--- config.mk ---
export PLATFORM = sky130hd
export DESIGN_NAME = ifu_fetch
export DESIGN_NICKNAME = d
export VERILOG_FILES = /design/src/rtl/ifu_fetch.sv
export SDC_FILE = /design/constraint.sdc
export NUM_CORES = 1
export LEC_CHECK = 0
export BUFFER_PORTS_ARGS = -buffer_cell sky130_fd_sc_hd__buf_4
export CORE_ASPECT_RATIO = 0.7
export CORE_MARGIN = 8
export CORE_UTILIZATION = 43
export DETAILED_ROUTE_END_ITERATION = 12
export PLACE_DENSITY_LB_ADDON = 0.15
export SYNTH_ARGS = -nofsm -noshare
export SYNTH_HDL_FRONTEND = slang
export SYNTH_SLANG_ARGS = --single-unit
export TNS_END_PERCENT = 1
--- constraint.sdc ---
create_clock -name i_clk -period 1.85 [get_ports i_clk]
set_input_delay 0.2775 -clock i_clk [delete_from_list [all_inputs] [get_ports i_clk]]
set_output_delay 0.2775 -clock i_clk [all_outputs]
set_load 0.02 [all_outputs]
--- src/rtl/ifu_fetch.sv ---
// ifu_fetch: instruction fetch unit.
//   Takes one PC per transaction, issues a single-beat read on an AR/R channel, and
//   returns the fetched word with its PC to decode over valid/ready. A flush discards
//   the fetch in progress. A response that is still outstanding when the flush arrives
//   is absorbed in StDrop, so it never reaches decode.
// Optional feature: define IFU_MISALIGN_CHECK_EN to trap PCs with pc[1:0] != 0 without
//   issuing a read (exc = 2). When it is undefined, pc[1:0] is ignored.
// Ports:
//   i_clk, i_rst_n                    clock, async active-low reset
//   i_pc, i_pc_valid, o_pc_ready      PC stream in
//   i_flush                           redirect pulse
//   o_araddr, o_arvalid, i_arready    read address channel
//   i_rdata, i_rresp, i_rvalid,
//   o_rready                          read data channel
//   o_inst, o_inst_pc, o_inst_exc,
//   o_inst_valid, i_inst_ready        instruction out to decode
`ifndef CPU_WIDTH
`define CPU_WIDTH 32
`endif

module ifu_fetch #(
  parameter int unsigned       ADDR_W   = `CPU_WIDTH,
  parameter int unsigned       INST_W   = 32,
  parameter logic [INST_W-1:0] NOP_INST = 32'h00000013
) (
  input  logic              i_clk,
  input  logic              i_rst_n,
  input  logic [ADDR_W-1:0] i_pc,
  input  logic              i_pc_valid,
  output logic              o_pc_ready,
  input  logic              i_flush,
  output logic [ADDR_W-1:0] o_araddr,
  output logic              o_arvalid,
  input  logic              i_arready,
  input  logic [INST_W-1:0] i_rdata,
  input  logic [1:0]        i_rresp,
  input  logic              i_rvalid,
  output logic              o_rready,
  output logic [INST_W-1:0] o_inst,
  output logic [ADDR_W-1:0] o_inst_pc,
  output logic [1:0]        o_inst_exc,
  output logic              o_inst_valid,
  input  logic              i_inst_ready
);

  typedef enum logic [2:0] {StIdle, StAr, StR, StDrop, StOut} state_e;

  state_e              state_q;
  logic [ADDR_W-1:0]   pc_q;
  logic                drop_q;
  logic [INST_W-1:0]   inst_q;
  logic [ADDR_W-1:0]   inst_pc_q;
  logic [1:0]          exc_q;
  logic                arvalid_q;
  logic                rready_q;
  logic                inst_valid_q;

  logic accept;
  logic misalign;

  // A flush in StOut blocks the back-to-back accept for that cycle.
  assign o_pc_ready = (state_q == StIdle) |
                      ((state_q == StOut) & i_inst_ready & ~i_flush);
  assign accept     = i_pc_valid & o_pc_ready;

`ifdef IFU_MISALIGN_CHECK_EN
  assign misalign = (i_pc[1:0] != 2'b00);
`else
  assign misalign = 1'b0;
`endif

  always_ff @(posedge i_clk or negedge i_rst_n) begin
    if (!i_rst_n) begin
      state_q      <= StIdle;
      pc_q         <= '0;
      drop_q       <= 1'b0;
      inst_q       <= '0;
      inst_pc_q    <= '0;
      exc_q        <= 2'd0;
      arvalid_q    <= 1'b0;
      rready_q     <= 1'b0;
      inst_valid_q <= 1'b0;
    end else if (accept) begin
      // Reached from StIdle or from a completed handshake in StOut.
      pc_q   <= i_pc;
      drop_q <= 1'b0;
      if (misalign) begin
        state_q      <= StOut;
        inst_q       <= NOP_INST;
        inst_pc_q    <= i_pc;
        exc_q        <= 2'd2;
        inst_valid_q <= 1'b1;
      end else begin
        state_q      <= StAr;
        arvalid_q    <= 1'b1;
        inst_valid_q <= 1'b0;
      end
    end else begin
      unique case (state_q)
        StIdle: ;
        StAr: begin
          // The address must stay valid once presented; the flush is only remembered.
          if (i_flush) drop_q <= 1'b1;
          if (i_arready) begin
            arvalid_q <= 1'b0;
            rready_q  <= 1'b1;
            state_q   <= (drop_q | i_flush) ? StDrop : StR;
          end
        end
        StR: begin
          if (i_rvalid) begin
            rready_q <= 1'b0;
            if (i_flush) begin
              state_q <= StIdle;
            end else begin
              inst_q       <= (i_rresp != 2'b00) ? NOP_INST : i_rdata;
              exc_q        <= (i_rresp != 2'b00) ? 2'd1 : 2'd0;
              inst_pc_q    <= pc_q;
              inst_valid_q <= 1'b1;
              state_q      <= StOut;
            end
          end else if (i_flush) begin
            state_q <= StDrop;
          end
        end
        StDrop: begin
          if (i_rvalid) begin
            rready_q <= 1'b0;
            state_q  <= StIdle;
          end
        end
        StOut: begin
          if (i_flush || i_inst_ready) begin
            inst_valid_q <= 1'b0;
            state_q      <= StIdle;
          end
        end
        default: state_q <= StIdle;
      endcase
    end
  end

  assign o_araddr     = pc_q;
  assign o_arvalid    = arvalid_q;
  assign o_rready     = rready_q;
  assign o_inst       = inst_q;
  assign o_inst_pc    = inst_pc_q;
  assign o_inst_exc   = exc_q;
  assign o_inst_valid = inst_valid_q;

endmodule

-- Word level (Yosys, flattened, before mapping)
Index checks and enable logic that the tools add are counted.
- bits in registers: 105
- output and inout bits: 102
- equal/unequal tests: 13
- muxes and demuxes: 25
- bitwise operators: 7
- reduce and logical (&&, ||, !) cells: 15
- operators by type and width (operator ; number):
    two-way mux 32 bit ; 1
    two-way mux 3 bit ; 7
    one-hot mux 3 bit (5 select lines) ; 1
    two-way mux 1 bit ; 14
    != test 3 bit, second input constant ; 4
    AND reduction 4 bit ; 3
    nonzero test 2 bit ; 5
    == test 3 x 2 -> 1 bit, second input constant ; 2
    AND reduction 5 bit ; 1
    != test 2 bit, second input constant ; 2
    != test 4 bit, second input constant ; 1
    one-hot mux 1 bit (2 select lines) ; 2
    AND reduction 2 bit ; 2
    bitwise AND 1 bit ; 3
    == test 3 x 1 -> 1 bit, second input constant ; 1
    == test 3 bit, second input constant ; 1
    logical NOT 3 bit ; 1
    != test 3 x 2 -> 1 bit, second input constant ; 1
    nonzero test 3 bit ; 1
    != test 2 x 1 -> 1 bit, second input constant ; 1
    NOT 1 bit ; 2
    OR 1 bit ; 2
    OR reduction 2 bit ; 1
    logical OR 1 bit ; 1

-- Logic depth before layout (Yosys ltp)
Gate-level depths: netlist (run 1).
- depth in word-level cells: 7
- depth in mapped cells: 7
- mapped depth without buffers: 3

-- Worst setup path before layout (run 1)
OpenSTA, ideal clock, no wires.
- path type: register to register
- start: reg state_q[2]
- end: reg inst_q[0] (netlist: o_inst[0])
- setup time: 0.125 ns
- arrival time: 1.600 ns
- path slack: 0.125 ns
- cell stages (with the launch flop): 8
- clock period less this slack: 1.725 ns
- path through: dfrtp_1 -> buf_6 -> nand3b_4 -> or3_1 -> clkbuf_1 -> buf_6 -> buf_6 -> mux2_4
- cells in the longest elaborated chain, start to end: 7
- RTL lines (item ; RTL line ; RTL):
    from (decl) ; 48 ; state_e state_q;
    from (signal assigned) ; 74 ; state_q <= StIdle;
    from (signal assigned) ; 88 ; state_q <= StOut;
    from (signal assigned) ; 94 ; state_q <= StAr;
    == test 3 bit ; 63 ; ((state_q == StOut) & i_inst_ready & ~i_flush);
    bitwise AND 1 bit (2 in series) ; 63 ;
    OR 1 bit ; 62 ; assign o_pc_ready = (state_q == StIdle) |
    bitwise AND 1 bit ; 64 ; assign accept = i_pc_valid & o_pc_ready;
    NOT 1 bit (no line) ; -- ;
    AND reduction 4 bit (no line) (*) ; -- ;
    to (signal assigned) ; 116 ; inst_q <= (i_rresp != 2'b00) ? NOP_INST : i_rdata;
    to (decl) ; 51 ; logic [INST_W-1:0] inst_q;
Every way passes the cells marked *; elsewhere a longest branch is shown, timed or not.
A chain may end at the register's enable or synchronous reset.

-- Worst setup path in the final report (run 1)
- start: reg state_q[2]
- end: reg inst_pc_q[26] (netlist: o_inst_pc[26])
- cells in the longest elaborated chain, start to end: 7
- RTL lines (item ; RTL line ; RTL):
    == test 3 bit ; 63 ;
    bitwise AND 1 bit (2 in series) ; 63 ;
    OR 1 bit ; 62 ;
    bitwise AND 1 bit ; 64 ;
    NOT 1 bit (no line) ; -- ;
    AND reduction 4 bit (no line) (*) ; -- ;
    to (signal assigned) ; 90 ; inst_pc_q <= i_pc;
    to (signal assigned) ; 118 ; inst_pc_q <= pc_q;
    to (decl) ; 52 ; logic [ADDR_W-1:0] inst_pc_q;
Marks and branches as above.

==> results of run 1 <==
## logic make-up after synthesis
kind of cell,after synthesis,share of synthesized area (%)
AOI/OAI and AO/OA,13,2.46
buffers and inverters,52,5.85
DFF,104,60.9
muxes,97,25.5
other,1,0.0877
and+or+nand+nor,46,5.30
## power by group through the flow
stage                     clock, mW  sequential [mW]  combinational [mW]
final                          1.87             4.15                5.14
after global routing           2.02             4.33                5.47
after CTS                      1.93             4.18                5.25
after detailed placement          0             4.19                5.26
after global placement            0             4.13                5.15
after floorplan                   0             5.40                1.55
## cells in the mapped netlist (4+ instances only)
cell,n
mux2_4,9
buf_2,5
nand2_1,30
buf_6,6
a21oi_1,4
inv_1,34
nor2_1,5
mux2i_1,30
clkbuf_1,6
mux2_2,56
or3_1,4
dfrtp_1,104
## worst paths after layout
kind	from	to	slack [ns]
max reg2reg	state_q[2]	o_inst_pc[26]	0.19
max in group asynchronous	i_rst_n	state_q[0]	1.42
min	i_rst_n	o_inst[11]	-0.04
max	state_q[2]	o_inst_pc[26]	0.19
min reg2reg	o_arvalid	o_arvalid	0.50
min in group i_clk	i_flush	state_q[2]	0.16
## per-stage QoR
stage | hold slack (ns) | cells
2_1_floorplan | -0.0181 | 313
3_3_place_gp | 0.388 | 605
3_5_place_dp | 0.392 | 605
4_1_cts | 0.0203 | 621
5_1_grt | 0.0261 | 621
6_report | -0.0399 | 621
## sequential cells by signal (all words and copies together), names as in the netlist
| signal | flops |
|---|---|
| drop_q | 1 |
| o_araddr | 32 |
| o_arvalid | 1 |
| o_inst | 32 |
| o_inst_exc | 1 |
| o_inst_pc | 32 |
| o_inst_valid | 1 |
| o_rready | 1 |
| state_q | 3 |
## routing by layer
metal | up-vias | track usage (%) | wire, µm
met3 | 4 | 7.25 | 1080
met2 | 93 | 24.7 | 5090
met5 | - | 0 | 0
met4 | 0 | 3.83 | 55
li1 | 1381 | - | -
met1 | 1424 | 17.5 | 4040
## layout make-up
type                       instances  area (µm²)
clock buffer                      11         243
fill                             772        3650
inverter                          34         128
multi-input combinational        157        1430
clock inverter                     5        56.3
tap                              128         160
sequential                       104        2600
timing repair buffer             182        1420
==> results.py, run 1 <==
metrics = {
    "timing": {
        "rsz0062_at_grt": "false",
        "worst_slack_ns": 0.187,
        "fin_tns_setup_ns": 0,
        "finClkSkew_ns": 0.00671,
        "layout_min_cycle_time_ns": 1.66,
        "fin_crit_sh_pct": 89.9,
        "hold_violations": 16,
        "fmax_mhz": 601,
        "worst_pin_slew_ns": 0.574,
        "drv_slew": 0,
        "max-slew-margin-rel_pct": 61.7,
        "finalSetupViolations": 0,
        "holdWs_ns": -0.0399,
    },
    "global_routing": {
        "antenna_found_initial": 0,
        "grt_pass1_vias": 3135,
        "grt-ovfl-total": 0,
        "grt_max_degree": 105,
        "grt_usage_pct": 15.1,
        "grt_pass1_wl_mm": 16.2,
    },
    "critical_path": {
        "crit_buf_inv": 1,
        "slowest_delay_ns": 0.46,
        "crit_chain": "nand3b_4, or3_4, buf_12, mux2_4",
        "worstSetupPathType": "reg -> reg",
        "crit_arrival_ns": 1.88,
        "critPathCaptureType": "register",
        "start_kind": "register",
        "r2r_cells": 4,
        "critPathTopFamily": "simple AND/OR/NAND/NOR gates",
        "cp_num_cells": 4,
        "crit_required_ns": 2.07,
        "worstPathMaxFanout": 31,
        "critPathSlowestCell": "dfrtp_1",
    },
    "pwr": {
        "powerDensity_nw_per_um2": 1850,
        "p_sw_mw": 4.16,
        "ir_drop_mv": 0.824,
        "clkPwrFrac_pct": 16.8,
        "p_leak_nw": 3.18,
        "p_comb_share_pct": 46.1,
        "intPower_mw": 7.01,
        "seqPwrFrac_pct": 37.2,
        "total_power_mw": 11.2,
        "sw_frac_of_total_pct": 37.2,
    },
    "final_layout": {
        "area_growth_pct": 41.2,
        "fin_area_um2": 6040,
        "final_nets": 561,
        "final_cell_mix": "178 x buf_4, 104 x dfrtp_1, 56 x mux2_2",
        "final_util_pct": 62.3,
        "layout-drive-gt1-share_pct": 54.4,
        "layout_commonest_cell": "buf_4",
        "diodes": 0,
    },
    "synthesis": {
        "yosys.area.top_type": "dfrtp_1",
        "syn_area_um2": 4280,
        "ys.flop_type": "dfrtp_1",
        "synthCells": 313,
        "synth.distinct_cells": 29,
        "synth-edff-count": 0,
        "synth_area_per_cell_um2": 13.7,
        "synth_top_area_share_pct": 60.9,
        "ys_ff_latch": 104,
        "synth_nets": 386,
        "synth_warnings": 0,
        "yosys-top-cells-area": "dfrtp_1 61%, mux2_2 15%, mux2i_1 7.0%",
        "yosysSeqAreaShare_pct": 60.9,
        "synthArstFlopShare_pct": 100,
    },
    "routing": {
        "antenna_left": 0,
        "routed_via_density": 4.67,
        "vias": 2902,
        "first_pass_iters": 5,
        "drt_iter0_markers": 88,
        "wl_per_cell_um": 16.5,
        "postRouteWirelength_mm": 10.3,
        "drc_errors": 0,
    },
    "placement": {
        "place.gp.congestion": 0.793,
        "io_buffers": 173,
        "place_area_um2": 5740,
        "place_ws_ns": 0.0834,
        "dp_hpwl_mm": 7.71,
    },
    "clock_network": {
        "cts_root_buf": "clkbuf_16",
        "cts_buffers": 9,
        "hold_buffers": 0,
        "cts_setup_buffers": 0,
        "clk_latency_ns": 0.34,
        "htreeDepth": 3,
        "cts_num_sinks": 104,
        "cts.clk_slew.worst_paths_ns": 0.07,
        "clock_path_buffers": 2,
        "cts_resized": 0,
        "tritoncts": "built",
    },
    "floorplanning": {
        "io_pins": 175,
        "die_w_um": 135,
        "initial_core_util_pct": 44.2,
        "dieArea_um2": 13400,
        "num_rows": 30,
        "chipHeight_um": 99.4,
        "core_area_um2": 9680,
    },
    "outcome": {
        "violations": "negative hold slack",
        "status": "finished with violations",
    },
    "min_path": {
        "worstHoldPathType": "in -> async",
    },
    "flow_run": {
        "maxCapViolCount": 0,
    },
}
Note: power is estimated with default switching activity, not from simulation.
==> run 2, diff against run 1 <==
--- a/config.mk
+++ b/config.mk
@@ -11,6 +11,7 @@
 export CORE_UTILIZATION = 43
 export DETAILED_ROUTE_END_ITERATION = 12
 export PLACE_DENSITY_LB_ADDON = 0.15
+export REMOVE_ABC_BUFFERS = 1
 export SYNTH_ARGS = -nofsm -noshare
 export SYNTH_HDL_FRONTEND = slang
 export SYNTH_SLANG_ARGS = --single-unit
==> run 2 against run 1 <==
Compared with the run above: the run still ends with negative hold slack left; clock power is 6% higher; fmax down 2.0%; final cell count fell by 0.64%; non-clock buffer count decreased by 2; sequential share of layout area barely moved; sequential cell count unchanged; register-to-register slack worse by 0.03 ns; setup slack got worse by 0.034 ns; combinational power about the same; critical path type unchanged; highest routed layer unchanged.
==> results.py, run 2 (synthesis gave the netlist of run 1 again) <==
metrics = {
    "final_layout": {
        "final_nets": 559,
        "fin_area_um2": 6030,
        "layout-drive-gt1-share_pct": 54.2,
        "layout_commonest_cell": "buf_4",
        "diodes": 0,
        "area_growth_pct": 41.0,
        "final_cell_mix": "176 x buf_4, 104 x dfrtp_1, 56 x mux2_2",
        "final_util_pct": 62.3,
    },
    "critical_path": {
        "crit_chain": "nand3b_4, or3_4, buf_12, mux2_4",
        "start_kind": "register",
        "crit_required_ns": 2.07,
        "slowest_delay_ns": 0.46,
        "critPathSlowestCell": "dfrtp_1",
        "critPathCaptureType": "register",
        "worstPathMaxFanout": 38,
        "critPathTopFamily": "simple AND/OR/NAND/NOR gates",
        "crit_buf_inv": 1,
        "worstSetupPathType": "reg -> reg",
        "crit_arrival_ns": 1.92,
    },
    "flow_run": {
        "maxCapViolCount": 0,
    },
    "clock_network": {
        "cts_setup_buffers": 0,
        "clk_latency_ns": 0.34,
        "cts.clk_slew.worst_paths_ns": 0.06,
        "htreeDepth": 3,
        "cts_num_sinks": 104,
        "cts_buffers": 9,
        "clock_path_buffers": 2,
        "cts_resized": 0,
        "cts_root_buf": "clkbuf_16",
        "tritoncts": "built",
        "hold_buffers": 0,
    },
    "pwr": {
        "powerDensity_nw_per_um2": 1870,
        "total_power_mw": 11.3,
        "ir_drop_mv": 0.973,
        "p_leak_nw": 3.18,
    },
    "timing": {
        "finClkSkew_ns": 0.00668,
        "hold_violations": 2,
        "fmax_mhz": 589,
        "rsz0062_at_grt": "false",
        "layout_min_cycle_time_ns": 1.70,
        "fin_crit_sh_pct": 91.7,
        "max-slew-margin-rel_pct": 62.7,
        "finalSetupViolations": 0,
        "drv_slew": 0,
        "worst_slack_ns": 0.153,
        "holdWs_ns": -0.00974,
        "worst_pin_slew_ns": 0.559,
    },
    "outcome": {
        "violations": "negative hold slack",
        "status": "finished with violations",
    },
    "placement": {
        "place_ws_ns": 0.0781,
        "place.gp.congestion": 0.731,
        "dp_hpwl_mm": 7.57,
        "io_buffers": 173,
        "place_area_um2": 5720,
    },
    "routing": {
        "antenna_left": 0,
        "vias": 2896,
        "drt_iter0_markers": 154,
        "routed_via_density": 4.69,
        "drc_errors": 0,
        "postRouteWirelength_mm": 10.4,
        "first_pass_iters": 4,
        "wl_per_cell_um": 16.8,
    },
    "global_routing": {
        "grt_pass1_wl_mm": 16.4,
        "grt-ovfl-total": 0,
        "grt_pass1_vias": 3186,
        "grt_max_degree": 105,
        "antenna_found_initial": 0,
        "grt_usage_pct": 15.4,
    },
    "floorplanning": {
        "num_rows": 30,
        "initial_core_util_pct": 44.2,
        "chipHeight_um": 99.4,
        "core_area_um2": 9680,
        "io_pins": 175,
        "die_w_um": 135,
        "dieArea_um2": 13400,
    },
    "min_path": {
        "worstHoldPathType": "in -> async",
    },
}
## run 2: worst reg2reg max path, cell delays in order, from the launching register on
cell and delay, ns:
dfrtp_1 0.46, nand3b_4 0.19, or3_4 0.37, buf_12 0.20, mux2_4 0.35
## run 2: final timing paths
kind,from,to,slack (ns),cells after the start
setup / recovery,state_q[2],o_inst_pc[26],0.15,4
hold / removal,i_rst_n,o_inst[16],-0.01,2
setup reg to reg,state_q[2],o_inst_pc[26],0.15,4
hold reg to reg,o_arvalid,o_arvalid,0.49,1
max in group asynchronous,i_rst_n,o_araddr[14],1.43,2
min in group i_clk,i_flush,state_q[2],0.15,2
## run 2: layout make-up
class,count,area (µm²)
clock buffers,10,239
clock inverters,4,70.1
well taps,128,160
fillers,812,3650
repair buffers,180,1400
flip-flops and latches,104,2600
multi-input cells,157,1430
inverters,34,128
## run 2: stage by stage
stage / cells / setup TNS (ns)
after floorplan: 295 / -91.56
after global placement: 603 / 0
after detailed placement: 603 / 0
after CTS: 617 / 0
after global routing: 617 / 0
final: 617 / 0
## run 2: metal layers
layer  vias up  share of wire [%]  track usage, %
li1       1376                  -               -
met1      1411                 40            17.7
met2       101                 48            24.4
met3         8                 12            8.76
met4         0               0.88            3.83
met5         -                  0               0
## run 2: power by group
| group | internal, mW | switching, mW | total [mW] |
|---|---|---|---|
| clock | 1.20 | 0.779 | 1.98 |
| sequential | 3.41 | 0.742 | 4.15 |
| combinational | 2.51 | 2.64 | 5.14 |
| total | 7.12 | 4.16 | 11.3 |
